===== config.mk =====
export PLATFORM = sky130hd
export DESIGN_NAME = threshold_compress_ctrl
export DESIGN_NICKNAME = d
export VERILOG_FILES = /design/src/rtl/threshold_compress_ctrl.sv
export SDC_FILE = /design/constraint.sdc
export NUM_CORES = 1
export LEC_CHECK = 0
export BUFFER_PORTS_ARGS = -buffer_cell sky130_fd_sc_hd__buf_4
export CAP_MARGIN = 20
export CORE_ASPECT_RATIO = 0.75
export CORE_MARGIN = 2
export CORE_UTILIZATION = 57
export CTS_BUF_LIST = sky130_fd_sc_hd__clkbuf_2 sky130_fd_sc_hd__clkbuf_4 sky130_fd_sc_hd__clkbuf_8
export CTS_CLUSTER_SIZE = 14
export DETAILED_ROUTE_END_ITERATION = 6
export PLACE_DENSITY = 0.85
export SYNTH_ARGS = -nofsm -noshare
export SYNTH_HDL_FRONTEND = slang
export SYNTH_SLANG_ARGS = --single-unit
export TNS_END_PERCENT = 10

===== constraint.sdc =====
create_clock -name clk_i -period 2.1 [get_ports clk_i]
set_input_delay 0.315 -clock clk_i [delete_from_list [all_inputs] [get_ports clk_i]]
set_output_delay 0.315 -clock clk_i [all_outputs]
set_load 0.01 [all_outputs]

===== src/rtl/threshold_compress_ctrl.sv =====
// threshold_compress_ctrl: sequences preactivations into the ternary
// threshold compressor and packs its output bytes into 32-bit words.
module threshold_compress_ctrl #(
    parameter int OUTPUT_WIDTH    = 8,
    parameter int TRITS_PER_GROUP = 5,
    parameter int N_THRESH        = 16,
    parameter int AW              = $clog2(N_THRESH)
) (
    input  logic                    clk_i,
    input  logic                    rst_i,
    input  logic                    cfg_we_i,
    input  logic [AW-1:0]           cfg_addr_i,
    input  logic [31:0]             cfg_thr_i,
    input  logic                    start_i,
    input  logic [15:0]             n_groups_i,
    input  logic [AW-1:0]           thr_base_i,
    input  logic                    pre_valid_i,
    output logic                    pre_ready_o,
    input  logic [31:0]             pre_data_i,
    output logic [31:0]             comp_data_o,
    output logic [31:0]             comp_thr_o,
    output logic                    comp_enable_o,
    input  logic [OUTPUT_WIDTH-1:0] comp_data_i,
    input  logic                    comp_ready_i,
    output logic                    out_valid_o,
    input  logic                    out_ready_i,
    output logic [31:0]             out_data_o,
    output logic                    out_last_o,
    output logic                    busy_o,
    output logic                    done_o
);

    typedef enum logic [2:0] {
        IDLE,
        FEED,
        WAIT,
        EMIT,
        DONE
    } state_t;

    localparam int TW = $clog2(TRITS_PER_GROUP + 1);

    state_t          state;
    state_t          state_n;
    logic [31:0]     thr_tab [N_THRESH];
    logic [15:0]     n_groups;
    logic [15:0]     grp_cnt;
    logic [AW-1:0]   thr_idx;
    logic [TW-1:0]   trit_cnt;
    logic [1:0]      byte_cnt;
    logic [31:0]     pack;
    logic            pre_hs;
    logic            last_trit;
    logic            last_grp;
    logic            lane_full;
    logic            all_done;

    assign pre_hs    = (state == FEED) && pre_valid_i;
    assign last_trit = trit_cnt == TW'(TRITS_PER_GROUP - 1);
    assign last_grp  = (grp_cnt + 16'd1) == n_groups;
    assign lane_full = byte_cnt == 2'd3;
    assign all_done  = grp_cnt == n_groups;

    // State register
    always_ff @(posedge clk_i) begin
        if (rst_i) state <= IDLE;
        else       state <= state_n;
    end

    // Next-state and handshake outputs, decoded from the current state
    always_comb begin
        state_n     = state;
        pre_ready_o = 1'b0;
        out_valid_o = 1'b0;
        out_data_o  = '0;
        out_last_o  = 1'b0;
        busy_o      = 1'b1;
        done_o      = 1'b0;
        unique case (state)
            IDLE: begin
                busy_o = 1'b0;
                if (start_i)
                    state_n = (n_groups_i == 16'd0) ? DONE : FEED;
            end
            FEED: begin
                pre_ready_o = 1'b1;
                if (pre_valid_i && last_trit) state_n = WAIT;
            end
            WAIT: begin
                if (comp_ready_i)
                    state_n = (lane_full || last_grp) ? EMIT : FEED;
            end
            EMIT: begin
                out_valid_o = 1'b1;
                out_data_o  = pack;
                out_last_o  = all_done;
                if (out_ready_i) state_n = all_done ? DONE : FEED;
            end
            DONE: begin
                done_o  = 1'b1;
                state_n = IDLE;
            end
            default: state_n = IDLE;
        endcase
    end

    // Threshold table; only writable while no job is running
    always_ff @(posedge clk_i) begin
        if (rst_i) begin
            for (int i = 0; i < N_THRESH; i++) thr_tab[i] <= '0;
        end else if (cfg_we_i && state == IDLE) begin
            thr_tab[cfg_addr_i] <= cfg_thr_i;
        end
    end

    // Job counters, compressor drive and byte packing
    always_ff @(posedge clk_i) begin
        if (rst_i) begin
            n_groups      <= '0;
            grp_cnt       <= '0;
            thr_idx       <= '0;
            trit_cnt      <= '0;
            byte_cnt      <= '0;
            pack          <= '0;
            comp_data_o   <= '0;
            comp_thr_o    <= '0;
            comp_enable_o <= 1'b0;
        end else begin
            comp_enable_o <= pre_hs;
            if (pre_hs) comp_data_o <= pre_data_i;
            unique case (state)
                IDLE: begin
                    if (start_i) begin
                        n_groups <= n_groups_i;
                        thr_idx  <= thr_base_i;
                        grp_cnt  <= '0;
                        trit_cnt <= '0;
                        byte_cnt <= '0;
                    end
                end
                FEED: begin
                    comp_thr_o <= thr_tab[thr_idx];
                    if (pre_valid_i) trit_cnt <= trit_cnt + TW'(1);
                end
                WAIT: begin
                    if (comp_ready_i) begin
                        pack[8*byte_cnt +: 8] <= 8'(comp_data_i);
                        grp_cnt  <= grp_cnt + 16'd1;
                        thr_idx  <= thr_idx + AW'(1);
                        trit_cnt <= '0;
                        if (!(lane_full || last_grp))
                            byte_cnt <= byte_cnt + 2'd1;
                    end
                end
                EMIT: begin
                    if (out_ready_i) begin
                        pack     <= '0;
                        byte_cnt <= '0;
                    end
                end
                default: ;
            endcase
        end
    end

endmodule


==> run metrics <==
status finished with violations; violated checks DRC, setup timing; Mean Syn Cell Area around 13 sq um; Starting Density approximately three fifths; Final Hold Viols 0; Worst Hold Class input port to flop; Via density ~6.4; dpl cells ~3000; final instance area 36900 sq um; Setup crit start kind flop; P_leak around 14 nW; Yosys warnings 0; RSZ-0062 raised after global routing yes; MaxCap Viol Count 0; Final Max Tran Viols 0; site row count 71; Yosys cell types 67; die area about 53000 sq um; fin crit period ~2600 ps; HPWL after DPL slightly above 50000 um; Main synth FF type edfxtp_1; largest net degree at the start of global routing between 80 and 90; total gr overflow 0; Non-Filler Instances between 3000 and 4000; CP Data Arrival Time between 2000 and 2500 ps; DR WL/cell between 20 and 30 um; chip width roughly 270 um; first-pass iteration count of the detailed router 7; core box area between 50000 and 60000 sq um; DRT Wirelength slightly above 90000 um; worst-skew pair later-pin latency 700 ps; cell taking the most area after synthesis edfxtp_1; share of cells above drive strength 1 between 30% and 40%; H-tree Lvls 3; fmax approximately 0.39 GHz; power consumption 30.2 mW; die height approximately 200 um; Gate Count Post-Synth about 2200; placed cell areas 32900 sq um; Final nets approximately 2700; Worst IR Drop VDD 0.000656 V; post-synth net total 2293; Area Growth Syn to Fin 26.1%; WHS roughly 31 ps; vias in the first global route between 20000 and 25000; CP max FO 4; Setup CP Type flop to output pin; Root Driver clkbuf_8; clock transition at the registers of the reported paths ~60 ps; fin crit share 122%; CTS tree done; initial antenna violation count 7; GP Congestion roughly 0.9; commonest non-fill, non-tap cells in the layout and2_1 (516), edfxtp_1 (512), buf_4 (288); Yosys top cell area share a little over half; DRT iter0 DRCs between 3000 and 4000; fillcell total roughly 2800; Syn Std Cell Area about 30000 sq um; via count about 21000; synthesis-stage register bit count between 600 and 700; Synth async-reset ratio 0%; Port Buffers 204; total CTS buffers about 100; CP Data Required Time ~1800 ps; Worst slew margin around a third; I/O pins slightly above 200; final setup fails about 670; CP endpoint kind output pin; sequential fraction of the synthesis area roughly 62%; top area cells in the synthesized netlist edfxtp_1 (53%), mux4_2 (12%), and2_1 (11%); commonest non-fill, non-tap cell in the layout and2_1; ANT nets after route 0; GRT Overall Usage 32.2%; Clock Path Buffers 3; first-pass GRT wire length roughly 130000 um; Multi-input gate area roughly 11000 sq um; pwr/cell area 816 nW/um^2; Remaining DRCs 3; Worst-Margin Slew around 1000 ps; Seq. cell area approximately 18000 sq um; Fin Clk Skew ~25 ps; clk sinks ~650; setup ws final -464 ps; Post-synth EDFFs 512; Final Util between 70% and 80%
## per-stage QoR
stage	setup TNS (ps)	setup WS, ps
5_1_grt	-102290	-542
3_3_place_gp	-341	-239
3_5_place_dp	-18290	-260
6_report	-62760	-464
2_1_floorplan	-22150	-121
4_1_cts	-6410	-466
## cell type report
type	instances	share of cell area [%]
Antenna cell	5	0.0339
Clock buffer	136	4.54
Clock inverter	49	0.962
Inverter	11	0.119
Multi-Input combinational cell	1342	29.2
Sequential cell	653	49.3
Tap cell	657	2.23
Timing Repair Buffer	491	13.5
## final timing paths
| kind | startpoint | depth (start not counted) | slack, ps | to |
|---|---|---|---|---|
| worst max-delay path | grp_cnt[11] | 7 | -460 | out_last_o |
| worst min-delay path | cfg_thr_i[28] | 2 | 30 | thr_tab[5][28] |
| worst max register to register | state[2] | 7 | -240 | thr_tab[0][12] |
| worst min register to register | pack[9] | 2 | 450 | pack[9] |
## critical path, cell delays in order (launching register included)
cell and delay [ps]:
dfxtp_2 340, buf_4 170, xnor2_4 180, nand2_2 110, nor4_2 310, nand3_2 160, nor2_2 170, buf_6 130
## cells in the mapped netlist (all sizes together), types with 5 or more instances
cell type / count
dfxtp: 141
nand2b: 6
and3: 33
edfxtp: 512
buf: 34
nand2: 227
or2: 20
nor4: 7
nor3b: 5
xor2: 10
and2: 516
a21oi: 139
nor3: 21
ha: 8
clkbuf: 142
nor2: 54
nand4: 10
mux4: 160
xnor2: 14
inv: 11
o21ai: 11
nand3: 46
## logic make-up after synthesis
family          count (synthesis)  share of synthesized area, %
compound gates                179                          3.38
fa+ha+maj                       8                         0.342
buf+inv                       187                          2.62
flops                         653                          62.1
mux                           164                          12.5
xor+xnor                       24                         0.846
simple gates                  967                          18.2
## flip-flops by register name (all words and copies together) (netlist names), 3 cells and up
register     count
comp_thr_o      32
grp_cnt         16
pack            32
trit_cnt         3
thr_idx          4
thr_tab        512
state            3
comp_data_o     32
n_groups        16
## layer usage
layer | vias up | track usage (%) | routed length, um
met5 | - | 0 | 0
met4 | 0 | 13.9 | 4880
met3 | 368 | 8.61 | 12100
met2 | 1716 | 50.0 | 42000
met1 | 10500 | 43.3 | 31900
li1 | 8728 | - | -
## power breakdown
part,internal [mW],switching [mW],leakage (nW)
clock network,5.80,5.13,1.06
registers,14.5,0.298,6.44
logic,2.11,2.35,6.39
## what timing repair did
action,in CTS,in global routing
cloned,7,5
hold buffers,82,0
resized for setup,59,121
buffers inserted,15,10
endpoints found under the hold margin,269,0
setup endpoints to repair,548,934
pin swaps,17,17
(Power assumes the default switching activity.)
